File: config.mk
export PLATFORM = sky130hd
export DESIGN_NAME = pipeline_ctrl
export DESIGN_NICKNAME = d
export VERILOG_FILES = /design/src/rtl/pipe_pkg.sv /design/src/rtl/hazard_detect.sv /design/src/rtl/pipeline_ctrl.sv
export SDC_FILE = /design/constraint.sdc
export NUM_CORES = 1
export LEC_CHECK = 0
export CAP_MARGIN = 5
export CORE_ASPECT_RATIO = 1.2
export CORE_MARGIN = 2
export CORE_UTILIZATION = 49
export DETAILED_ROUTE_END_ITERATION = 8
export GPL_TIMING_DRIVEN = 0
export PLACE_DENSITY = 0.81
export SLEW_MARGIN = 15
export SYNTH_ARGS = -nofsm -noshare
export SYNTH_HDL_FRONTEND = slang
export SYNTH_SLANG_ARGS = --single-unit
File: constraint.sdc
create_clock -name CLK -period 2.4 [get_ports CLK]
set_clock_uncertainty 0.15 [all_clocks]
set_input_delay 0.6 -clock CLK [delete_from_list [all_inputs] [get_ports CLK]]
set_output_delay 0.6 -clock CLK [all_outputs]
set_load 0.01 [all_outputs]
File: src/rtl/pipe_pkg.sv
// Shared types and constants for the 3-stage pipeline control slice.
//   state_e    : sequencer states
//   MXRB_*     : write-back source select encodings
//   REG_IDX_W  : register-index width
package pipe_pkg;

  localparam int unsigned REG_IDX_W = 4;

  localparam logic [1:0] MXRB_ALU = 2'b00;
  localparam logic [1:0] MXRB_MEM = 2'b01;
  localparam logic [1:0] MXRB_PC  = 2'b10;

  typedef enum logic [2:0] {
    StInit,
    StIdle,
    StLoad,
    StRun,
    StStall,
    StFlush,
    StDrain
  } state_e;

endpackage

File: src/rtl/hazard_detect.sv
// Load-use hazard detector (purely combinational).
//   id_ra_i/id_rb_i, id_use_ra_i/id_use_rb_i : sources read by the IF/ID instruction
//   ex_wc_i, ex_w_rb_i, ex_s_mxrb_i          : destination / write-back info of EX/MEM
//   hazard_o                                 : IF/ID needs a value EX/MEM is still loading
module hazard_detect #(
  parameter logic [1:0] MemSel = pipe_pkg::MXRB_MEM
) (
  input  logic [pipe_pkg::REG_IDX_W-1:0] id_ra_i,
  input  logic [pipe_pkg::REG_IDX_W-1:0] id_rb_i,
  input  logic                           id_use_ra_i,
  input  logic                           id_use_rb_i,
  input  logic [pipe_pkg::REG_IDX_W-1:0] ex_wc_i,
  input  logic                           ex_w_rb_i,
  input  logic [1:0]                     ex_s_mxrb_i,
  output logic                           hazard_o
);

  logic ra_match, rb_match;

  assign ra_match = id_use_ra_i && (id_ra_i == ex_wc_i);
  assign rb_match = id_use_rb_i && (id_rb_i == ex_wc_i);
  // Only a memory load is late; ALU/PC results are ready for the next stage.
  assign hazard_o = ex_w_rb_i && (ex_s_mxrb_i == MemSel) && (ra_match || rb_match);

endmodule

File: src/rtl/pipeline_ctrl.sv
// Central sequencer for the IF/ID -> EX/MEM -> WB pipeline.
//   CLK, RESET (sync, active-high)
//   start, load_req, halt_req                   : run control
//   id_* / ex_* , branch_taken                  : hazard and branch inputs
//   pc_*, reg_ifid_exmem_*, reg_exmem_wb_*      : reset/enable pins of PC and stage registers
//   im_load_en, running                         : status
//   stall_cnt, flush_cnt                        : saturating performance counters
module pipeline_ctrl #(
  parameter int unsigned RST_CYCLES   = 2,
  parameter int unsigned FLUSH_CYCLES = 1,
  parameter int unsigned CNT_W        = 16,
  parameter logic [1:0]  MXRB_MEM     = pipe_pkg::MXRB_MEM
) (
  input  logic                           CLK,
  input  logic                           RESET,
  input  logic                           start,
  input  logic                           load_req,
  input  logic                           halt_req,
  input  logic [pipe_pkg::REG_IDX_W-1:0] id_RA,
  input  logic [pipe_pkg::REG_IDX_W-1:0] id_RB,
  input  logic                           id_use_RA,
  input  logic                           id_use_RB,
  input  logic [pipe_pkg::REG_IDX_W-1:0] ex_WC,
  input  logic                           ex_W_RB,
  input  logic [1:0]                     ex_S_MXRB,
  input  logic                           branch_taken,
  output logic                           pc_RESET,
  output logic                           pc_ENABLE,
  output logic                           reg_ifid_exmem_RESET,
  output logic                           reg_ifid_exmem_ENABLE,
  output logic                           reg_exmem_wb_RESET,
  output logic                           reg_exmem_wb_ENABLE,
  output logic                           im_load_en,
  output logic                           running,
  output logic [CNT_W-1:0]               stall_cnt,
  output logic [CNT_W-1:0]               flush_cnt
);

  import pipe_pkg::*;

  localparam int unsigned RstW = (RST_CYCLES > 1) ? $clog2(RST_CYCLES) : 1;
  localparam int unsigned FlW  = (FLUSH_CYCLES > 2) ? $clog2(FLUSH_CYCLES - 1) : 1;
  localparam logic [RstW-1:0] RstInit = RstW'(RST_CYCLES - 1);
  localparam logic [FlW-1:0]  FlInit  = FlW'((FLUSH_CYCLES > 1) ? FLUSH_CYCLES - 2 : 0);

  state_e           state_q, state_d;
  logic [RstW-1:0]  rst_ctr_q, rst_ctr_d;
  logic [FlW-1:0]   fl_ctr_q, fl_ctr_d;
  logic [1:0]       drn_ctr_q, drn_ctr_d;
  logic [CNT_W-1:0] stall_cnt_q, flush_cnt_q;
  logic             stall_inc, flush_inc;
  logic             hazard;

  hazard_detect #(
    .MemSel(MXRB_MEM)
  ) u_hazard_detect (
    .id_ra_i    (id_RA),
    .id_rb_i    (id_RB),
    .id_use_ra_i(id_use_RA),
    .id_use_rb_i(id_use_RB),
    .ex_wc_i    (ex_WC),
    .ex_w_rb_i  (ex_W_RB),
    .ex_s_mxrb_i(ex_S_MXRB),
    .hazard_o   (hazard)
  );

  always_comb begin
    state_d               = state_q;
    rst_ctr_d             = rst_ctr_q;
    fl_ctr_d              = fl_ctr_q;
    drn_ctr_d             = drn_ctr_q;
    stall_inc             = 1'b0;
    flush_inc             = 1'b0;
    pc_RESET              = 1'b0;
    pc_ENABLE             = 1'b0;
    reg_ifid_exmem_RESET  = 1'b0;
    reg_ifid_exmem_ENABLE = 1'b0;
    reg_exmem_wb_RESET    = 1'b0;
    reg_exmem_wb_ENABLE   = 1'b0;
    im_load_en            = 1'b0;
    running               = 1'b0;

    unique case (state_q)
      StInit: begin
        pc_RESET           = 1'b1;
        reg_ifid_exmem_RESET = 1'b1;
        reg_exmem_wb_RESET = 1'b1;
        if (rst_ctr_q == '0) state_d = StIdle;
        else                 rst_ctr_d = rst_ctr_q - 1'b1;
      end
      StIdle: begin
        if (load_req)   state_d = StLoad;
        else if (start) state_d = StRun;
      end
      StLoad: begin
        im_load_en           = 1'b1;
        pc_RESET             = 1'b1;
        reg_ifid_exmem_RESET = 1'b1;
        reg_exmem_wb_RESET   = 1'b1;
        // Re-run the reset sequence so the next program starts from a clean PC.
        if (!load_req) begin
          state_d   = StInit;
          rst_ctr_d = RstInit;
        end
      end
      StRun: begin
        running               = 1'b1;
        pc_ENABLE             = 1'b1;
        reg_ifid_exmem_ENABLE = 1'b1;
        reg_exmem_wb_ENABLE   = 1'b1;
        if (branch_taken) begin
          // Squash the wrong-path instruction while the target loads into the PC.
          reg_ifid_exmem_RESET = 1'b1;
          flush_inc            = 1'b1;
          if (FLUSH_CYCLES > 1) begin
            state_d  = StFlush;
            fl_ctr_d = FlInit;
          end
        end else if (hazard) begin
          pc_ENABLE            = 1'b0;
          reg_ifid_exmem_RESET = 1'b1;
          stall_inc            = 1'b1;
          state_d              = StStall;
        end else if (halt_req) begin
          state_d   = StDrain;
          drn_ctr_d = 2'd2;
        end
      end
      StStall: begin
        // Producer has moved on to WB, so the held consumer can proceed.
        running               = 1'b1;
        pc_ENABLE             = 1'b1;
        reg_ifid_exmem_ENABLE = 1'b1;
        reg_exmem_wb_ENABLE   = 1'b1;
        state_d               = StRun;
      end
      StFlush: begin
        running               = 1'b1;
        pc_ENABLE             = 1'b1;
        reg_ifid_exmem_ENABLE = 1'b1;
        reg_ifid_exmem_RESET  = 1'b1;
        reg_exmem_wb_ENABLE   = 1'b1;
        flush_inc             = 1'b1;
        if (fl_ctr_q == '0) state_d = StRun;
        else                fl_ctr_d = fl_ctr_q - 1'b1;
      end
      StDrain: begin
        reg_ifid_exmem_ENABLE = 1'b1;
        reg_ifid_exmem_RESET  = 1'b1;
        reg_exmem_wb_ENABLE   = 1'b1;
        if (drn_ctr_q == 2'd1) begin
          state_d   = StInit;
          rst_ctr_d = RstInit;
        end else begin
          drn_ctr_d = drn_ctr_q - 1'b1;
        end
      end
      default: begin
        state_d   = StInit;
        rst_ctr_d = RstInit;
      end
    endcase

    // RESET takes effect on the pins in the same cycle, whatever the state.
    if (RESET) begin
      pc_RESET              = 1'b1;
      pc_ENABLE             = 1'b0;
      reg_ifid_exmem_RESET  = 1'b1;
      reg_ifid_exmem_ENABLE = 1'b0;
      reg_exmem_wb_RESET    = 1'b1;
      reg_exmem_wb_ENABLE   = 1'b0;
      im_load_en            = 1'b0;
      running               = 1'b0;
    end
  end

  always_ff @(posedge CLK) begin
    if (RESET) begin
      state_q     <= StInit;
      rst_ctr_q   <= RstInit;
      fl_ctr_q    <= '0;
      drn_ctr_q   <= '0;
      stall_cnt_q <= '0;
      flush_cnt_q <= '0;
    end else begin
      state_q   <= state_d;
      rst_ctr_q <= rst_ctr_d;
      fl_ctr_q  <= fl_ctr_d;
      drn_ctr_q <= drn_ctr_d;
      if (stall_inc && (stall_cnt_q != '1)) stall_cnt_q <= stall_cnt_q + 1'b1;
      if (flush_inc && (flush_cnt_q != '1)) flush_cnt_q <= flush_cnt_q + 1'b1;
    end
  end

  assign stall_cnt = stall_cnt_q;
  assign flush_cnt = flush_cnt_q;

endmodule

==> impl_metrics.tcl, run 1 <==
set metrics [dict create \
    status "complete, but fails checks" \
    violations "negative setup slack" \
    rsz0062_at_grt "yes" \
    ctsHtreeMaxLevel 2 \
    ys_seq_area_share_pct 31.92 \
    synth_edf_count 0 \
    fmax_mhz 383.7 \
    numPortBuffers 62 \
    multi_input_area_um2 1588 \
    antenna_cells 0 \
    final_util_pct 72.83 \
    grt_pass1_wl_um 10310 \
    power_density_nw_per_um2 538.0 \
    syn_area_um2 2384 \
    ys_warn_count 0 \
    synth_fp_nets 312 \
    ys_dominant_reg_cell "dfxtp_1" \
    cpPeakStageDelay_ns 0.27 \
    total_power_mw 1.813 \
    setup_ws_ns -0.2060 \
    slew_headroom_pct 56.34 \
    finalHoldViolCount 0 \
    min_from "drn_ctr_q[1]" \
    fin_crit_sh_pct 108.6 \
    initial_core_util_pct 51.50 \
    clkTransAtPathRegs_ns 0.08 \
    period_needed_ns 2.606 \
    final_common_cell "nor2_1" \
    power_leakage_nw 1.254 \
    start_kind "input port" \
    worstRegToRegCells 5 \
    seqCellArea_um2 763.2 \
    max_slew.worst_pin.slew_ns 0.6514 \
    ant_nets 0 \
    dieArea_um2 5441 \
    setup_viol 2 \
    drv_slew 0 \
    async_flop_share_pct 0 \
    crit_path_end_kind "output pin" \
    grt_max_degree 20 \
    n_fill_cell 346 \
    pre_cts_ws_ns -1.084 \
    final_cell_mix "nor2_1, dfxtp_1, clkdlybuf4s50_1, buf_6, nand2_1" \
    vias 2389 \
    synthDistinctLibCells 57 \
    worstPathCellList "buf_8 > xnor2_2 > nand4_1 > o22a_2 > buf_6 > a211o_1 > o211ai_1 > buf_2" \
    nets 387 \
    r2r_slack_ns 0.24 \
    rows 27 \
    min_delay_path_depth 2 \
    worstSetupPathType "input port to output pin" \
    layout-drive-gt1-share_pct 22.65 \
    wl_um 6234 \
    ys_ff_latch 38 \
    placed_area_um2 3077 \
    cap_violations 0 \
    die_height_um 80.40 \
    syn_inst 286 \
    hold_class "flop to flop" \
    antenna_found_initial 0 \
    cts_tree "yes" \
    clockRootBuffer "clkbuf_8" \
    cp_max_fo 3 \
    grt_pass1_vias 2265 \
    gp_congestion 0.8251 \
    die_w_um 67.67 \
    route.detailed.drc 0 \
    grt.overflow.total 0 \
    grt_usage_pct 24.39 \
    arrival_ns 1.86 \
    areaGrowthSynthToFinish_pct 41.42 \
    r2r_start "stall_cnt[2]" \
    drt_first_pass_iters 4 \
    clock_latency_ns 0.29 \
    postCtsHoldBufs 0 \
    first_iter_violations 138 \
    core_um2 4628 \
    cts_max_path_buffers 2 \
    post_drt_wl_per_cell_um 14.84 \
    ir_drop_uv 293.9 \
    required_ns 1.65 \
    hold_end "drn_ctr_q[1]" \
    cp_slowest_cell "o22a_2" \
    timing.rr.end "stall_cnt[13]" \
    dpl.hpwl_um 4289 \
    avgSynthCellArea_um2 8.334 \
    vias_per_cell 5.688 \
    clock_sinks 38 \
    fin_area_um2 3371 \
    pin_count 63 \
    cts_buffers 5 \
]
-- state kept, by name, summed over array words and instances (netlist names) --
name	cells
flush_cnt	16
stall_cnt	16
rst_ctr_q	1
state_q	3
drn_ctr_q	2
-- cells by family after synthesis --
group | share of synthesized area (%)
AO/OA/AOI/OAI | 12.02
XOR/XNOR | 7.717
adder cells (fa/ha/maj) | 1.575
buffers and inverters | 6.036
flip-flops | 31.92
multiplexers | 6.509
AND/OR/NAND/NOR | 34.23
-- what timing repair did --
action,CTS,global route
setup endpoints to repair,10,10
setup buffers,6,2
pin swaps,14,11
resized for setup,108,17
-- synth_stat cells, drive strengths merged, types with 2 or more instances --
cell type,count,area (um2)
nor2,42,165.2
dfxtp,38,760.7
xnor2,21,183.9
nand2,15,56.30
nor3,15,85.08
a21oi,13,65.06
nand3,13,77.58
buf,10,78.82
inv,10,37.54
mux2,10,112.6
nor2b,10,62.56
nand4,8,56.30
clkbuf,7,27.52
nor4,6,52.55
o21ai,6,30.03
or3,5,32.53
or4,5,37.54
and4,4,35.03
o31ai,4,30.03
a31oi,3,18.77
and3,3,21.27
ha,3,37.54
nand2b,3,18.77
nand4b,3,26.28
a2111oi,2,23.77
a221oi,2,17.52
and2,2,12.51
mux2i,2,20.02
nand3b,2,18.77
nor3b,2,15.01
o2111ai,2,17.52
o211ai,2,15.01
o21bai,2,15.01
-- stage by stage --
| stage | instances | setup TNS, ns | hold slack, ns |
|---|---|---|---|
| 2_1_floorplan | 286 | 0 | 0.3058 |
| 3_3_place_gp | 406 | -11.68 | 0.3202 |
| 3_5_place_dp | 406 | -12.40 | 0.3205 |
| 4_1_cts | 419 | -0.3981 | 0.3350 |
| 5_1_grt | 420 | -0.5267 | 0.3590 |
| 6_report | 420 | -0.4044 | 0.3297 |
-- layout make-up --
| cell class | count | area share [%] |
|---|---|---|
| multi-input combinational | 221 | 47.10 |
| sequential | 38 | 22.64 |
| timing repair buffer | 70 | 19.75 |
| buffer | 15 | 4.083 |
| clock buffer | 7 | 2.264 |
| tap | 58 | 2.153 |
| inverter | 10 | 1.114 |
| clock inverter | 1 | 0.8909 |
-- how the worst max path moves through the flow --
| stage | from | to | cells past startpoint |
|---|---|---|---|
| detailed placement | ex_WC[1] | reg_ifid_exmem_RESET | 8 |
| CTS | id_RB[1] | pc_ENABLE | 8 |
| global route | ex_WC[1] | reg_ifid_exmem_RESET | 8 |
| global placement | ex_WC[0] | reg_ifid_exmem_RESET | 8 |
| floorplan | ex_WC[0] | pc_ENABLE | 6 |
| finish | ex_WC[1] | reg_ifid_exmem_RESET | 8 |
-- report_power, final --
part	internal [mW]	switching (mW)
clock	0.311	0.232
combinational	0.286	0.294
sequential	0.664	0.0263
total	1.26	0.552
-- metal layers --
layer	vias to the layer above	track usage [%]	wire length, um
li1	1188	-	-
met4	0	9.184	133
met2	84	39.71	3047
met3	14	5.602	420
met1	1103	30.81	2633
met5	-	0	0
-- worst max-delay path: cells and delay by family --
family	cells	cell delay, ns
AO/OA/AOI/OAI	3	0.60
XOR/XNOR	1	0.14
buffers and inverters	3	0.39
AND/OR/NAND/NOR	1	0.12
Note: power is estimated with default switching activity, not from simulation.
==> inputs of run 2 (changes only) <==
CAP_MARGIN = unset   (was 5)
CORE_MARGIN = unset   (was 2)
==> run 2 against run 1 <==
Effect of this change:
- the run still ends with negative setup slack left
- largest cell class unchanged
- via count decreased by 0.17%
- non-clock buffer count increased by 1
- critical endpoint is now pc_ENABLE
- utilization decreased by 1.6 points
- design area decreased by 2.2%
- register-to-register slack about the same
==> impl_metrics.tcl, run 2 (synthesis results as in run 1) <==
set metrics [dict create \
    gp_congestion 0.8338 \
    internal-power_mw 1.201 \
    clkTransAtPathRegs_ns 0.08 \
    setup_viol 2 \
    clockRootBuffer "clkbuf_8" \
    grt.overflow.total 0 \
    dpl.hpwl_um 4252 \
    rows 27 \
    cts_max_path_buffers 2 \
    arrival_ns 1.87 \
    final_common_cell "nor2_1" \
    start_kind "input port" \
    cts_tree "yes" \
    fin_setup_tns_ns -0.4362 \
    die_w_um 65.67 \
    route.detailed.drc 0 \
    power_frac_comb_pct 33.9 \
    power.share.switching_pct 31.66 \
    core_um2 4628 \
    initial_core_util_pct 51.50 \
    clkPwrFrac_pct 27.0 \
    placed_area_um2 3077 \
    antenna_found_initial 0 \
    drt_first_pass_iters 4 \
    finalHoldViolCount 0 \
    cp_max_fo 3 \
    slew_headroom_pct 55.45 \
    grt_max_degree 20 \
    first_iter_violations 125 \
    whs_ns 0.3329 \
    power_leakage_nw 1.193 \
    required_ns 1.65 \
    areaGrowthSynthToFinish_pct 38.37 \
    post_drt_wl_per_cell_um 14.47 \
    numPortBuffers 62 \
    grt_pass1_wl_um 10340 \
    violations "negative setup slack" \
    fmax_mhz 381.0 \
    ir_drop_uv 322.0 \
    grt_pass1_vias 2258 \
    fin_crit_sh_pct 109.3 \
    layout-drive-gt1-share_pct 21.76 \
    seqPwrFrac_pct 39.1 \
    setup_ws_ns -0.2243 \
    total_power_mw 1.758 \
    worstSetupPathType "input port to output pin" \
    nets 388 \
    grt_usage_pct 25.47 \
    die_height_um 78.40 \
    fin_area_um2 3298 \
    power_density_nw_per_um2 533.0 \
    crit_path_end_kind "output pin" \
    drv_slew 0 \
    clock_latency_ns 0.30 \
    vias_per_cell 5.665 \
    wl_um 6093 \
    pin_count 63 \
    hold_class "flop to flop" \
    status "complete, but fails checks" \
    cts_buffers 5 \
    max_slew.worst_pin.slew_ns 0.6646 \
    antenna_cells 0 \
    p_sw_uw 556.6 \
    cap_violations 0 \
    clock_sinks 38 \
    dieArea_um2 5149 \
    ctsHtreeMaxLevel 2 \
    ant_nets 0 \
    period_needed_ns 2.624 \
    final_cell_mix "nor2_1, dfxtp_1, clkdlybuf4s50_1" \
    rsz0062_at_grt "yes" \
    vias 2385 \
]
run 2: what timing repair did:
item	CTS	global route
endpoints found under the setup margin	10	4
hold buffers	0	0
resized for setup	107	6
setup buffers	6	3
pin swaps	15	1
run 2: critical path: stages:
cell	delay, ns
buf_6	0.10
xnor2_2	0.16
nand4_1	0.12
o22a_2	0.24
buf_6	0.13
buf_8	0.11
o31a_1	0.27
buf_2	0.14
run 2: path summary, 6_finish.rpt:
| kind | endpoint | from | cells past startpoint | slack [ns] |
|---|---|---|---|---|
| setup reg to reg | stall_cnt[13] | stall_cnt[0] | 6 | 0.23 |
| setup / recovery | pc_ENABLE | id_RA[3] | 8 | -0.22 |
| hold / removal | drn_ctr_q[1] | drn_ctr_q[1] | 2 | 0.33 |
| hold reg to reg | drn_ctr_q[1] | drn_ctr_q[1] | 2 | 0.33 |
run 2: stage by stage:
step / instances / worst slack, ns / utilization, %
floorplan: 286 / 0.007841 / -
global placement: 406 / -1.080 / 66.48
detailed placement: 406 / -1.102 / 66.48
CTS: 419 / -0.1924 / 70.94
global route: 421 / -0.2610 / 71.26
finish: 421 / -0.2243 / 71.26
run 2: power groups by stage:
stage,Combinational [mW],Sequential (mW),Clock [mW]
2_1_floorplan,0.347,0.692,0
4_1_cts,0.560,0.687,0.483
6_report,0.596,0.687,0.474
5_1_grt,0.645,0.693,0.498
3_5_place_dp,0.522,0.697,0
3_3_place_gp,0.513,0.696,0
run 2: routing by layer:
metal / routed length, um / vias up / global-route usage [%]
met3: 322 / 12 / 5.378
met2: 2906 / 78 / 41.33
met5: 0 / - / 0
li1: - / 1188 / -
met4: 132 / 0 / 11.09
met1: 2731 / 1107 / 31.89
run 2: layout make-up:
class	count	area [um2]
Multi-Input combinational cell	221	1528
Clock inverter	2	12.51
Buffer	15	138.9
Fill cell	379	1330
Inverter	10	37.54
Tap cell	58	72.57
Timing Repair Buffer	71	663.1
Sequential cell	38	763.2
Clock buffer	6	82.58
